===== src/rtl/mul32_share_pkg.sv =====
// Shared types and widths for the time-shared 32x32 multiplier controller.
package mul32_share_pkg;

  localparam int DATA_W = 32;
  localparam int PROD_W = 64;

  typedef enum logic [1:0] {
    IDLE,
    ISSUE,
    WAIT,
    RESP
  } state_t;

endpackage


===== src/rtl/mul32_rr_arbiter.sv =====
// Combinational round-robin picker: grants the first requester at or after
// the pointer, wrapping around. The pointer register lives in the parent.
module mul32_rr_arbiter #(
  parameter int NUM_REQ = 4
) (
  input  logic [NUM_REQ-1:0]         req,
  input  logic [$clog2(NUM_REQ)-1:0] ptr,
  output logic [NUM_REQ-1:0]         grant,
  output logic [$clog2(NUM_REQ)-1:0] grantIdx,
  output logic                       anyValid
);

  localparam int IDX_W = $clog2(NUM_REQ);

  int               slot;
  logic [IDX_W-1:0] idx;

  always_comb begin
    grant    = '0;
    grantIdx = '0;
    anyValid = 1'b0;
    slot     = 0;
    idx      = '0;
    for (int k = 0; k < NUM_REQ; k++) begin
      slot = int'(ptr) + k;
      if (slot >= NUM_REQ) begin
        slot = slot - NUM_REQ;
      end
      idx = IDX_W'(slot);
      if (!anyValid && req[idx]) begin
        anyValid    = 1'b1;
        grant[idx]  = 1'b1;
        grantIdx    = idx;
      end
    end
  end

endmodule


===== src/rtl/mul32_share_ctrl.sv =====
// Time-shares one registered 32x32 multiplier between NUM_REQ requesters.
// Optional macro MUL32_SHARE_ZERO_BYPASS_EN: zero operands skip the multiplier.
module mul32_share_ctrl
  import mul32_share_pkg::*;
#(
  parameter int NUM_REQ = 4,
  parameter int MUL_LAT = 1
) (
  input  logic                      iClk,
  input  logic                      iRst,
  input  logic [NUM_REQ-1:0]        iReqValid,
  output logic [NUM_REQ-1:0]        oReqReady,
  input  logic [NUM_REQ*DATA_W-1:0] iReqData0,
  input  logic [NUM_REQ*DATA_W-1:0] iReqData1,
  output logic [NUM_REQ-1:0]        oRspValid,
  input  logic [NUM_REQ-1:0]        iRspReady,
  output logic [PROD_W-1:0]         oRspData,
  output logic                      oMulEn,
  output logic                      oMulClr,
  output logic [DATA_W-1:0]         oMulData0,
  output logic [DATA_W-1:0]         oMulData1,
  input  logic [PROD_W-1:0]         iMulData
);

  localparam int IDX_W = $clog2(NUM_REQ);
  localparam int CNT_W = $clog2(MUL_LAT + 1);

  state_t             state;
  state_t             nextState;
  logic [IDX_W-1:0]   ptr;
  logic [IDX_W-1:0]   grantIdx;
  logic [IDX_W-1:0]   arbIdx;
  logic [NUM_REQ-1:0] arbGrant;
  logic               arbAny;
  logic [DATA_W-1:0]  opA;
  logic [DATA_W-1:0]  opB;
  logic [DATA_W-1:0]  selA;
  logic [DATA_W-1:0]  selB;
  logic [CNT_W-1:0]   cnt;
  logic [PROD_W-1:0]  rspData;
  logic               accept;
  logic               rspDone;
  logic               zeroOp;
  logic               lastWait;

  mul32_rr_arbiter #(
    .NUM_REQ(NUM_REQ)
  ) uArbiter (
    .req     (iReqValid),
    .ptr     (ptr),
    .grant   (arbGrant),
    .grantIdx(arbIdx),
    .anyValid(arbAny)
  );

  assign selA     = iReqData0[int'(arbIdx)*DATA_W +: DATA_W];
  assign selB     = iReqData1[int'(arbIdx)*DATA_W +: DATA_W];
  assign accept   = (state == IDLE) && arbAny;
  assign rspDone  = (state == RESP) && iRspReady[grantIdx];
  assign lastWait = (state == WAIT) && (cnt == CNT_W'(1));
  assign oRspData = rspData;

`ifdef MUL32_SHARE_ZERO_BYPASS_EN
  // A zero operand makes the product trivially zero, so the multiplier is skipped.
  assign zeroOp = (selA == '0) || (selB == '0);
`else
  assign zeroOp = 1'b0;
`endif

  always_ff @(posedge iClk) begin
    if (iRst) begin
      state <= IDLE;
    end else begin
      state <= nextState;
    end
  end

  always_comb begin
    nextState = state;
    case (state)
      IDLE:    if (arbAny) nextState = zeroOp ? RESP : ISSUE;
      ISSUE:   nextState = WAIT;
      WAIT:    if (cnt == CNT_W'(1)) nextState = RESP;
      RESP:    if (iRspReady[grantIdx]) nextState = IDLE;
      default: nextState = IDLE;
    endcase
  end

  // The pointer only moves on response completion, so a persistent requester
  // cannot be served twice before every other persistent requester is served.
  always_ff @(posedge iClk) begin
    if (iRst) begin
      ptr      <= '0;
      grantIdx <= '0;
      opA      <= '0;
      opB      <= '0;
      cnt      <= '0;
      rspData  <= '0;
    end else begin
      if (accept) begin
        grantIdx <= arbIdx;
        opA      <= selA;
        opB      <= selB;
        if (zeroOp) begin
          rspData <= '0;
        end
      end
      if (state == ISSUE) begin
        cnt <= CNT_W'(MUL_LAT);
      end else if (state == WAIT) begin
        cnt <= cnt - CNT_W'(1);
      end
      if (lastWait) begin
        rspData <= iMulData;
      end
      if (rspDone) begin
        ptr <= (grantIdx == IDX_W'(NUM_REQ - 1)) ? '0 : grantIdx + IDX_W'(1);
      end
    end
  end

  always_comb begin
    oReqReady = '0;
    oRspValid = '0;
    oMulEn    = 1'b0;
    oMulClr   = 1'b1;
    oMulData0 = '0;
    oMulData1 = '0;
    case (state)
      IDLE: begin
        if (!iRst) oReqReady = arbGrant;
      end
      ISSUE: begin
        oMulEn    = 1'b1;
        oMulClr   = 1'b0;
        oMulData0 = opA;
        oMulData1 = opB;
      end
      WAIT: begin
        oMulClr = 1'b0;
      end
      RESP: begin
        oRspValid[grantIdx] = 1'b1;
      end
      default: begin
        oMulClr = 1'b1;
      end
    endcase
  end

endmodule

===== config.mk =====
export PLATFORM = sky130hd
export DESIGN_NAME = mul32_share_ctrl
export DESIGN_NICKNAME = d
export VERILOG_FILES = /design/src/rtl/mul32_share_pkg.sv /design/src/rtl/mul32_rr_arbiter.sv /design/src/rtl/mul32_share_ctrl.sv
export SDC_FILE = /design/constraint.sdc
export NUM_CORES = 1
export LEC_CHECK = 0
export ABC_AREA = 1
export CAP_MARGIN = 20
export CORE_AREA = 2 2 184 186
export CTS_BUF_LIST = sky130_fd_sc_hd__clkbuf_4
export CTS_CLUSTER_DIAMETER = 150
export DETAILED_ROUTE_END_ITERATION = 8
export DIE_AREA = 0 0 186 188
export PLACE_DENSITY = 0.61
export SYNTH_ARGS = -nofsm -noshare
export SYNTH_HDL_FRONTEND = slang
export SYNTH_SLANG_ARGS = --single-unit

===== constraint.sdc =====
create_clock -name iClk -period 2.5 [get_ports iClk]
set_input_delay 0.5 -clock iClk [delete_from_list [all_inputs] [get_ports iClk]]
set_output_delay 0.5 -clock iClk [all_outputs]
set_load 0.01 [all_outputs]

==> flow_summary.yaml <==
status:
  status: "finished, violations left"
  violations: "setup timing"
global_route:
  grt_overflow_total: 0
  first_global_vias: 11100
  grt_usage_pct: 21.72
  antenna_found_initial: 2
  grt_pass1_wl_um: 59250
  grt_max_degree: 70
setup_path:
  crit_family: "flip-flops"
  cp_num_buf_inv: 5
  worstPathMaxFanout: 4
  critical_path_required_ns: 2.00
  slowest_stage: "dfxtp_4"
  max_stage_delay_ns: 0.40
  setup.worst_path.class: "reg -> out"
  cp_data_arrival_time_ns: 2.19
  endpoint_kind: "output pin"
  reg2reg_depth: 18
  cp.depth: 13
  cp-start-kind: "flip-flop"
  path_cells: "inv_6, ha_4, inv_4, nand3_4, nand2_4, nor2_4, inv_1, o22ai_1, a21oi_1, nand2_1, nand2_1, inv_1, buf_2"
floorplan:
  die_area_mm2: 0.03497
  core.rowCount: 67
  die_w_um: 186
  die_h_um: 188
  ioPinCount: 468
  coreArea_mm2: 0.03311
  initial_core_util_pct: 27.87
clocking:
  holdBufCountCts: 0
  tritoncts: "built"
  clkTransAtPathRegs_ns: 0.16
  htreeDepth: 4
  cts.sinks: 135
  worstSkewPairLatency_ns: 0.58
  numCtsBuffers: 17
  root_buffer: "clkbuf_4"
  clockBufferDepth: 2
placed_design:
  place_congestion: 0.8640
  pre_cts_ws_ns: -0.4373
  placedInstanceArea_mm2: 0.01487
  placed_cells: 2441
  hpwl_um: 29560
  io_buffer_count: 467
routing:
  antenna_left: 0
  wl_per_cell_um: 15.96
  drt_iter0_drc: 626
  wl_um: 39890
  drt_first_pass_iters: 4
  dr_total_vias: 11310
  detail_route.vias_per_cell: 4.525
  route.detailed.drc: 0
min_path:
  whs_path_depth: 2
  hp-class: "reg -> reg"
layout:
  fill_cells: 3434
  fin_util_pct: 46.84
  final_cell_mix: "clkdlybuf4s50_1, nand2_1, nor2_1"
  syn_to_final_growth_pct: 68.09
  fin_nets: 2382
  stdcell_count: 2499
  drive_gt1_share_pct: 11.96
  final_common_cell: "clkdlybuf4s50_1"
  fin_area_mm2: 0.01551
power_and_ir_drop:
  p_leak_nw: 7.895
  total_power_mw: 13.69
  ir_drop_uv: 480.8
  powerDensity_mw_per_mm2: 882.7
sta:
  hold_viol: 0
  finalCritPeriodShare_pct: 107.7
  relSlewSlack_pct: 44.61
  period_minus_slack_ns: 2.694
  timing.hold.ws_ns: 0.4961
  fmax_ghz: 0.3713
  setup_viol: 5
  setup-tns-final_ns: -0.6582
  rsz0062_at_grt: "true"
  tightest_slew_ns: 0.8309
  fin_skew_ns: 0.02896
  slew_violations: 0
  setup_slack_ns: -0.1935
synthesis:
  synth_cell_type_count: 35
  async_flop_share_pct: 0
  ys_seq_elements: 135
  synth_flop_cell: "dfxtp_1"
  synth_cells: 1540
  syn-num-nets: 1886
  synth_area_leaders: "dfxtp_1, nand2_1, nor2_1, nand3_1, inv_1"
  synth_edf_count: 0
  synth_warnings: 0
  synth_top_area_share_pct: 29.29
  mappedNetlistArea_mm2: 0.009228
  yosysTopAreaCell: "dfxtp_1"
  avgSynthCellArea_um2: 5.992
  ys_seq_area_share_pct: 29.29
flow_run:
  maxCapViolCount: 0
## report_power, final
group | switching, mW | internal, mW
Combinational | 4.83 | 4.07
Clock | 1.08 | 0.572
Sequential | 0.349 | 2.80
Total | 6.26 | 7.44
## logic make-up after synthesis
kind of cell | Yosys count | share of synthesized area (%)
and+or+nand+nor | 933 | 46.81
DFF | 135 | 29.29
buffers and inverters | 368 | 16.53
adders and majority gates | 16 | 2.169
AOI/OAI and AO/OA | 88 | 5.207
## state kept, by name (all words and copies together) (netlist names)
register and count:
grantIdx 2, ptr 2, state 2, cnt 1, opA 32, opB 32, oRspData 64
## metal layers
layer / share of wire (%) / track usage (%)
met3: 9.7 / 7.128
met1: 41 / 25.05
met4: 3.5 / 8.904
met2: 46 / 36.70
met5: 0 / 0
## synthesized netlist by cell type, types with 2 or more instances
| cell type | n |
|---|---|
| a211oi_1 | 2 |
| nand3_2 | 5 |
| inv_1 | 258 |
| buf_4 | 15 |
| inv_2 | 6 |
| ha_1 | 16 |
| nor2_8 | 2 |
| o221ai_1 | 2 |
| nor2_1 | 285 |
| buf_1 | 4 |
| buf_6 | 3 |
| nand2_4 | 5 |
| buf_2 | 46 |
| nand2_2 | 5 |
| nand3_1 | 200 |
| nor2_4 | 3 |
| dfxtp_1 | 135 |
| o22ai_1 | 2 |
| a21oi_1 | 8 |
| o21ai_0 | 68 |
| clkbuf_1 | 34 |
| nor3_1 | 2 |
| nand3b_1 | 102 |
| nand2_1 | 319 |
| a22oi_1 | 3 |
## worst paths after layout
kind                                   start            to  slack (ns)
worst max-delay path                  ptr[0]  oReqReady[1]       -0.19
worst min-delay path            oRspData[58]  oRspData[58]        0.50
worst max register to register        ptr[0]       opB[13]       -0.01
worst min register to register  oRspData[58]  oRspData[58]        0.50
## repair_timing
action                                  4_1_cts  5_1_grt
buffers inserted                              8       11
resized for setup                           161       76
gates cloned                                  2        5
pin swaps                                     8       10
endpoints found under the setup margin      110       74
## tightest hold or removal path, stage by stage, from the launching register on
cell and delay, ns:
dfxtp_1 0.33, nor2_1 0.09, nor2_1 0.05
## final cells by class
| type | instances | area (µm²) | share of cell area, % |
|---|---|---|---|
| Clock buffer | 17 | 127.6 | 0.8228 |
| Multi-Input combinational cell | 1037 | 5127 | 33.06 |
| Sequential cell | 135 | 2715 | 17.50 |
| Antenna cell | 2 | 5.005 | 0.03227 |
| Clock inverter | 15 | 197.7 | 1.275 |
| Tap cell | 448 | 560.5 | 3.614 |
| Inverter | 266 | 1011 | 6.518 |
| Timing Repair Buffer | 579 | 5767 | 37.18 |
Power figures use the tool's default switching activity.
